--- config.mk ---
export PLATFORM = sky130hd
export DESIGN_NAME = load_store_unit
export DESIGN_NICKNAME = d
export VERILOG_FILES = /design/src/rtl/load_store_unit.sv
export SDC_FILE = /design/constraint.sdc
export NUM_CORES = 1
export LEC_CHECK = 0
export ABC_AREA = 1
export CAP_MARGIN = 20
export CORE_MARGIN = 3
export CORE_UTILIZATION = 45
export CTS_BUF_LIST = sky130_fd_sc_hd__clkbuf_8 sky130_fd_sc_hd__clkbuf_16
export DETAILED_ROUTE_END_ITERATION = 16
export PLACE_DENSITY = 0.81
export RECOVER_POWER = 25
export SLEW_MARGIN = 20
export SYNTH_ARGS = -nofsm -noshare
export SYNTH_HDL_FRONTEND = slang
export SYNTH_SLANG_ARGS = --single-unit
export TNS_END_PERCENT = 100
--- constraint.sdc ---
create_clock -name sys_clk -period 4.7 [get_ports sys_clk]
set_clock_uncertainty 0.15 [all_clocks]
set_input_delay 1.175 -clock sys_clk [delete_from_list [all_inputs] [get_ports sys_clk]]
set_output_delay 1.175 -clock sys_clk [all_outputs]
set_load 0.01 [all_outputs]
--- src/rtl/load_store_unit.sv ---
// Load/store unit: one request at a time, sub-word stores done as read-modify-write.
// Optional macro LSU_MISALIGN_CHK_EN rejects misaligned halfword/word accesses.
module load_store_unit #(
  parameter int ADDR_WIDTH = 32,
  parameter int DATA_WIDTH = 32
) (
  input  logic                  sys_clk,
  input  logic                  sys_rst,
  input  logic                  req_valid,
  output logic                  req_ready,
  input  logic                  req_we,
  input  logic [1:0]            req_size,
  input  logic                  req_unsigned,
  input  logic [ADDR_WIDTH-1:0] req_addr,
  input  logic [DATA_WIDTH-1:0] req_wdata,
  output logic                  resp_valid,
  output logic [DATA_WIDTH-1:0] resp_rdata,
  output logic                  resp_err,
  output logic                  mem_op,
  output logic                  mem_rw,
  output logic [ADDR_WIDTH-1:0] mem_addr,
  output logic [DATA_WIDTH-1:0] mem_data_w,
  input  logic [DATA_WIDTH-1:0] mem_data_r
);

  typedef enum logic [1:0] {IDLE, RD, WR, RESP} state_t;

  state_t                  st, st_nxt;
  logic                    we_q, uns_q, err_q;
  logic [1:0]              size_q;
  logic [ADDR_WIDTH-1:0]   addr_q;
  logic [DATA_WIDTH-1:0]   wdata_q;
  logic [DATA_WIDTH-1:0]   rdata_q;
  logic                    accept, misalign, req_err;

  function automatic logic [DATA_WIDTH-1:0] load_extend(input logic [DATA_WIDTH-1:0] w,
                                                        input logic [1:0] sz,
                                                        input logic uns);
    logic signed [7:0]            b_s;
    logic signed [15:0]           h_s;
    logic signed [DATA_WIDTH-1:0] r_s;
    b_s = w[7:0];
    h_s = w[15:0];
    case (sz)
      2'b00:   r_s = uns ? $signed({{(DATA_WIDTH-8){1'b0}}, w[7:0]})   : DATA_WIDTH'(b_s);
      2'b01:   r_s = uns ? $signed({{(DATA_WIDTH-16){1'b0}}, w[15:0]}) : DATA_WIDTH'(h_s);
      default: r_s = $signed(w);
    endcase
    return r_s;
  endfunction

  function automatic logic [DATA_WIDTH-1:0] store_merge(input logic [DATA_WIDTH-1:0] w,
                                                        input logic [DATA_WIDTH-1:0] d,
                                                        input logic [1:0] sz);
    case (sz)
      2'b00:   return {w[DATA_WIDTH-1:8], d[7:0]};
      2'b01:   return {w[DATA_WIDTH-1:16], d[15:0]};
      default: return d;
    endcase
  endfunction

`ifdef LSU_MISALIGN_CHK_EN
  assign misalign = ((req_size == 2'b01) && req_addr[0]) ||
                    ((req_size == 2'b10) && (req_addr[1:0] != 2'b00));
`else
  assign misalign = 1'b0;
`endif

  assign req_err = (req_size == 2'b11) || misalign;
  assign accept  = req_valid && (st == IDLE);

  always_comb begin
    st_nxt = st;
    case (st)
      IDLE: if (accept) begin
              if (req_err)                          st_nxt = RESP;
              else if (req_we && req_size == 2'b10) st_nxt = WR;
              else                                  st_nxt = RD;
            end
      RD:   st_nxt = we_q ? WR : RESP;
      WR:   st_nxt = RESP;
      RESP: st_nxt = IDLE;
      default: st_nxt = IDLE;
    endcase
  end

  always_ff @(posedge sys_clk or posedge sys_rst) begin
    if (sys_rst) begin
      st      <= IDLE;
      we_q    <= 1'b0;
      uns_q   <= 1'b0;
      err_q   <= 1'b0;
      size_q  <= 2'b00;
      addr_q  <= '0;
      wdata_q <= '0;
      rdata_q <= '0;
    end else begin
      st <= st_nxt;
      if (accept) begin
        we_q    <= req_we;
        uns_q   <= req_unsigned;
        size_q  <= req_size;
        addr_q  <= req_addr;
        wdata_q <= req_wdata;
        err_q   <= req_err;
        if (req_err) rdata_q <= '0;
      end
      // read word arrives mid-RD; stores reuse wdata_q to hold the merged word
      if (st == RD) begin
        if (we_q) wdata_q <= store_merge(mem_data_r, wdata_q, size_q);
        else      rdata_q <= load_extend(mem_data_r, size_q, uns_q);
      end
      if (st == WR) rdata_q <= '0;
    end
  end

  assign req_ready  = (st == IDLE);
  assign resp_valid = (st == RESP);
  assign resp_err   = resp_valid && err_q;
  assign resp_rdata = rdata_q;
  assign mem_op     = (st == RD) || (st == WR);
  assign mem_rw     = (st == WR);
  assign mem_addr   = mem_op ? addr_q : '0;
  assign mem_data_w = (st == WR) ? wdata_q : '0;

endmodule

==> flow_summary.toml <==
[routing]
wire_per_inst_um = 14.3
drc = 0
first_pass_iters = 4
final_antenna_net_count = 0
wl_um = 15400
routed_via_density = 4.86
vias = 5226
drtIter0Drc = 336

[critical_path]
cp-end-kind = "asynchronous set/reset pin"
timing.critical_path.to = "resp_rdata[21]"
crit_family = "buffers and inverters"
crit_cells = 2
crit_required_ns = 4.46
cp-start-kind = "input pin"
crit_buf_inv = 2
r2r_start = "st[0]"
r2r_cells = 7
crit_start = "sys_rst"
reg2reg_slack_ns = 2.18
cpMaxStageDelayCell = "inv_1"
path_cells = "clkdlybuf4s50_1 > inv_1"
r2r-end = "wdata_q[31]"
crit_type = "in2async"
worstPathArrival_ns = 3.45
path_max_fanout = 65
cpPeakStageDelay_ns = 1.79

[power_and_ir_drop]
clockPowerShare_pct = 15.7
powerDensity_nw_per_um2 = 650
pwr-share-seq_pct = 30.7
p_leak_nw = 4.12
p_int_w = 0.00300
vdd_drop_max_v = 0.000447
p_sw_w = 0.00207
combinationalPowerShare_pct = 53.6
switching_share_pct = 40.8

[clock_network]
post_cts_buffers = 0
clockBufferDepth = 2
cts_root_buf = "clkbuf_16"
cts_made_buffers = 9
cts_resized = 0
clk_latency_ns = 0.34
path_clk_slew_ns = 0.07
cts.sinks = 103
cts_tree = "yes"
htree_levels = 3
ctsHoldBuffers = 0

[grt]
global_route.usage.met1_pct = 30.3
track_usage_pct = 22.9
grt_pass1_vias = 5028
top_usage_layer = "met2"
overflow = 0
grt_pass1_wl_um = 24600
use_met3_pct = 6.53
grtUsageMet2_pct = 37.0
grt_max_degree = 66
antenna_found_initial = 0

[timing]
setup_tns_ns = 0
holdWs_ns = 0.325
hold_viol = 0
worst_slew_margin_rel_pct = -69.7
worst_slew_pin_slew_ns = 2.55
max_clock_freq_mhz = 271
setup-violations-final = 0
min_period_ns = 3.69
finalMaxSlewViolations = 65
post-route-period-util_pct = 78.5
rsz0062_at_grt = "false"

[floorplanning]
ios = 204
fp.dieW_um = 116
fp-row-count = 39
fp.dieH_um = 116
initial_core_util_pct = 46.9
dieArea_sq_um = 13400
fp.coreArea_sq_um = 11600

[yosys]
netlist_top_cells_area = "dfrtp_1 (47%), nand2_1 (18%), inv_1 (7.2%)"
synth_cell_types = 26
synth_common_cells = "nand2_1 (256), inv_1 (105), dfrtp_1 (103)"
synth_top_cell_area_share_pct = 47.4
ys.flop_type = "dfrtp_1"
avgSynthCellArea_sq_um = 7.25
synth_edf_count = 0
syn_area_sq_um = 5440
syn_inst = 751
synth.largest_area_cell = "dfrtp_1"
syn-num-nets = 859
yosys_warnings = 0
ys_seq_area_share_pct = 47.4
synth_most_common_cell = "nand2_1"
synth-async-reset-ratio_pct = 100
ys_ff_latch = 103

[final_layout]
drive_gt1_share_pct = 6.11
n_antenna_cell = 0
fin_util_pct = 67.2
final_nets = 1037
area_delta_synth_final_pct = 43.4

[place]
globalplace.congestion = 0.809
dpl.hpwl_um = 11000
portBuffers = 203

[run_status]
violations = "capacitance limit, slew limit"
outcome = "complete, but fails checks"

[min_path]
min_path_type = "reg2reg"

[job]
maxCapViolations = 1
power groups by stage:
stage / Clock (W) / Combinational (W) / Sequential (W)
2_1_floorplan: 0 / 0.00163 / 0.00154
3_3_place_gp: 0 / 0.00269 / 0.00156
3_5_place_dp: 0 / 0.00274 / 0.00156
4_1_cts: 0.000806 / 0.00275 / 0.00156
5_1_grt: 0.000843 / 0.00305 / 0.00161
6_report: 0.000794 / 0.00272 / 0.00156
worst reg2reg max path, cell delays in order (launching register included):
cell and delay, ns:
dfrtp_1 0.41, inv_1 0.12, ha_1 0.24, nand2_2 0.28, inv_2 0.59, nand2_2 0.32
o21ai_1 0.21, a21oi_1 0.09
layout make-up:
class / instances / area [sq um]
sequential: 103 / 2580
timing repair buffer: 209 / 2090
tap: 143 / 179
inverter: 113 / 424
multi-input combinational: 493 / 2220
fill: 1009 / 3810
clock inverter: 5 / 75.1
clock buffer: 10 / 239
metal layers:
metal	up-vias	wire length, um	part of all wire, %
met3	14	1340	8.7
met4	0	152	0.99
met1	2388	6740	44
met2	181	7120	46
li1	2643	-	-
met5	-	0	0
how the worst min path moves through the flow:
stage	slack (ns)	to	cells after the start	from
4_1_cts	0.33	wdata_q[4]	2	wdata_q[4]
3_5_place_dp	0.31	wdata_q[2]	2	wdata_q[2]
3_3_place_gp	0.31	wdata_q[2]	2	wdata_q[2]
5_1_grt	0.35	addr_q[20]	2	addr_q[20]
2_1_floorplan	0.29	wdata_q[0]	2	wdata_q[0]
6_report	0.32	wdata_q[4]	2	wdata_q[4]
cells by family after synthesis:
logic type	Yosys count	share of synthesized area [%]
and+or+nand+nor	397	30.5
DFF	103	47.4
AOI/OAI and AO/OA	91	9.08
buffers and inverters	155	11.9
adders and majority gates	5	1.15
registers in the layout (all words and copies together), names as in the netlist:
name / flops
wdata_q: 32
uns_q: 1
addr_q: 32
we_q: 1
resp_rdata: 32
err_q: 1
size_q: 2
st: 2
cells in the final DEF, fill, tap and decap left out, types with 5 or more instances in the layout:
cell / count
ha_1: 5
buf_4: 5
dfrtp_1: 103
o21ai_0: 12
clkbuf_16: 9
nand3_1: 63
a21oi_1: 49
inv_2: 8
nand2_2: 15
clkdlybuf4s50_1: 202
a21oi_2: 9
nand2_1: 256
o21ai_1: 18
nor2_1: 57
inv_1: 107
stage by stage:
stage	setup slack (ns)	power (W)	area (sq um)	instances
detailed placement	1.29	0.00430	7490	1061
finish	1.01	0.00507	7800	1076
floorplan	0.671	0.00316	5440	751
CTS	0.991	0.00512	7800	1076
global route	0.517	0.00550	7800	1076
global placement	1.32	0.00425	7490	1061
No activity file was read; power rests on OpenSTA's default activity.
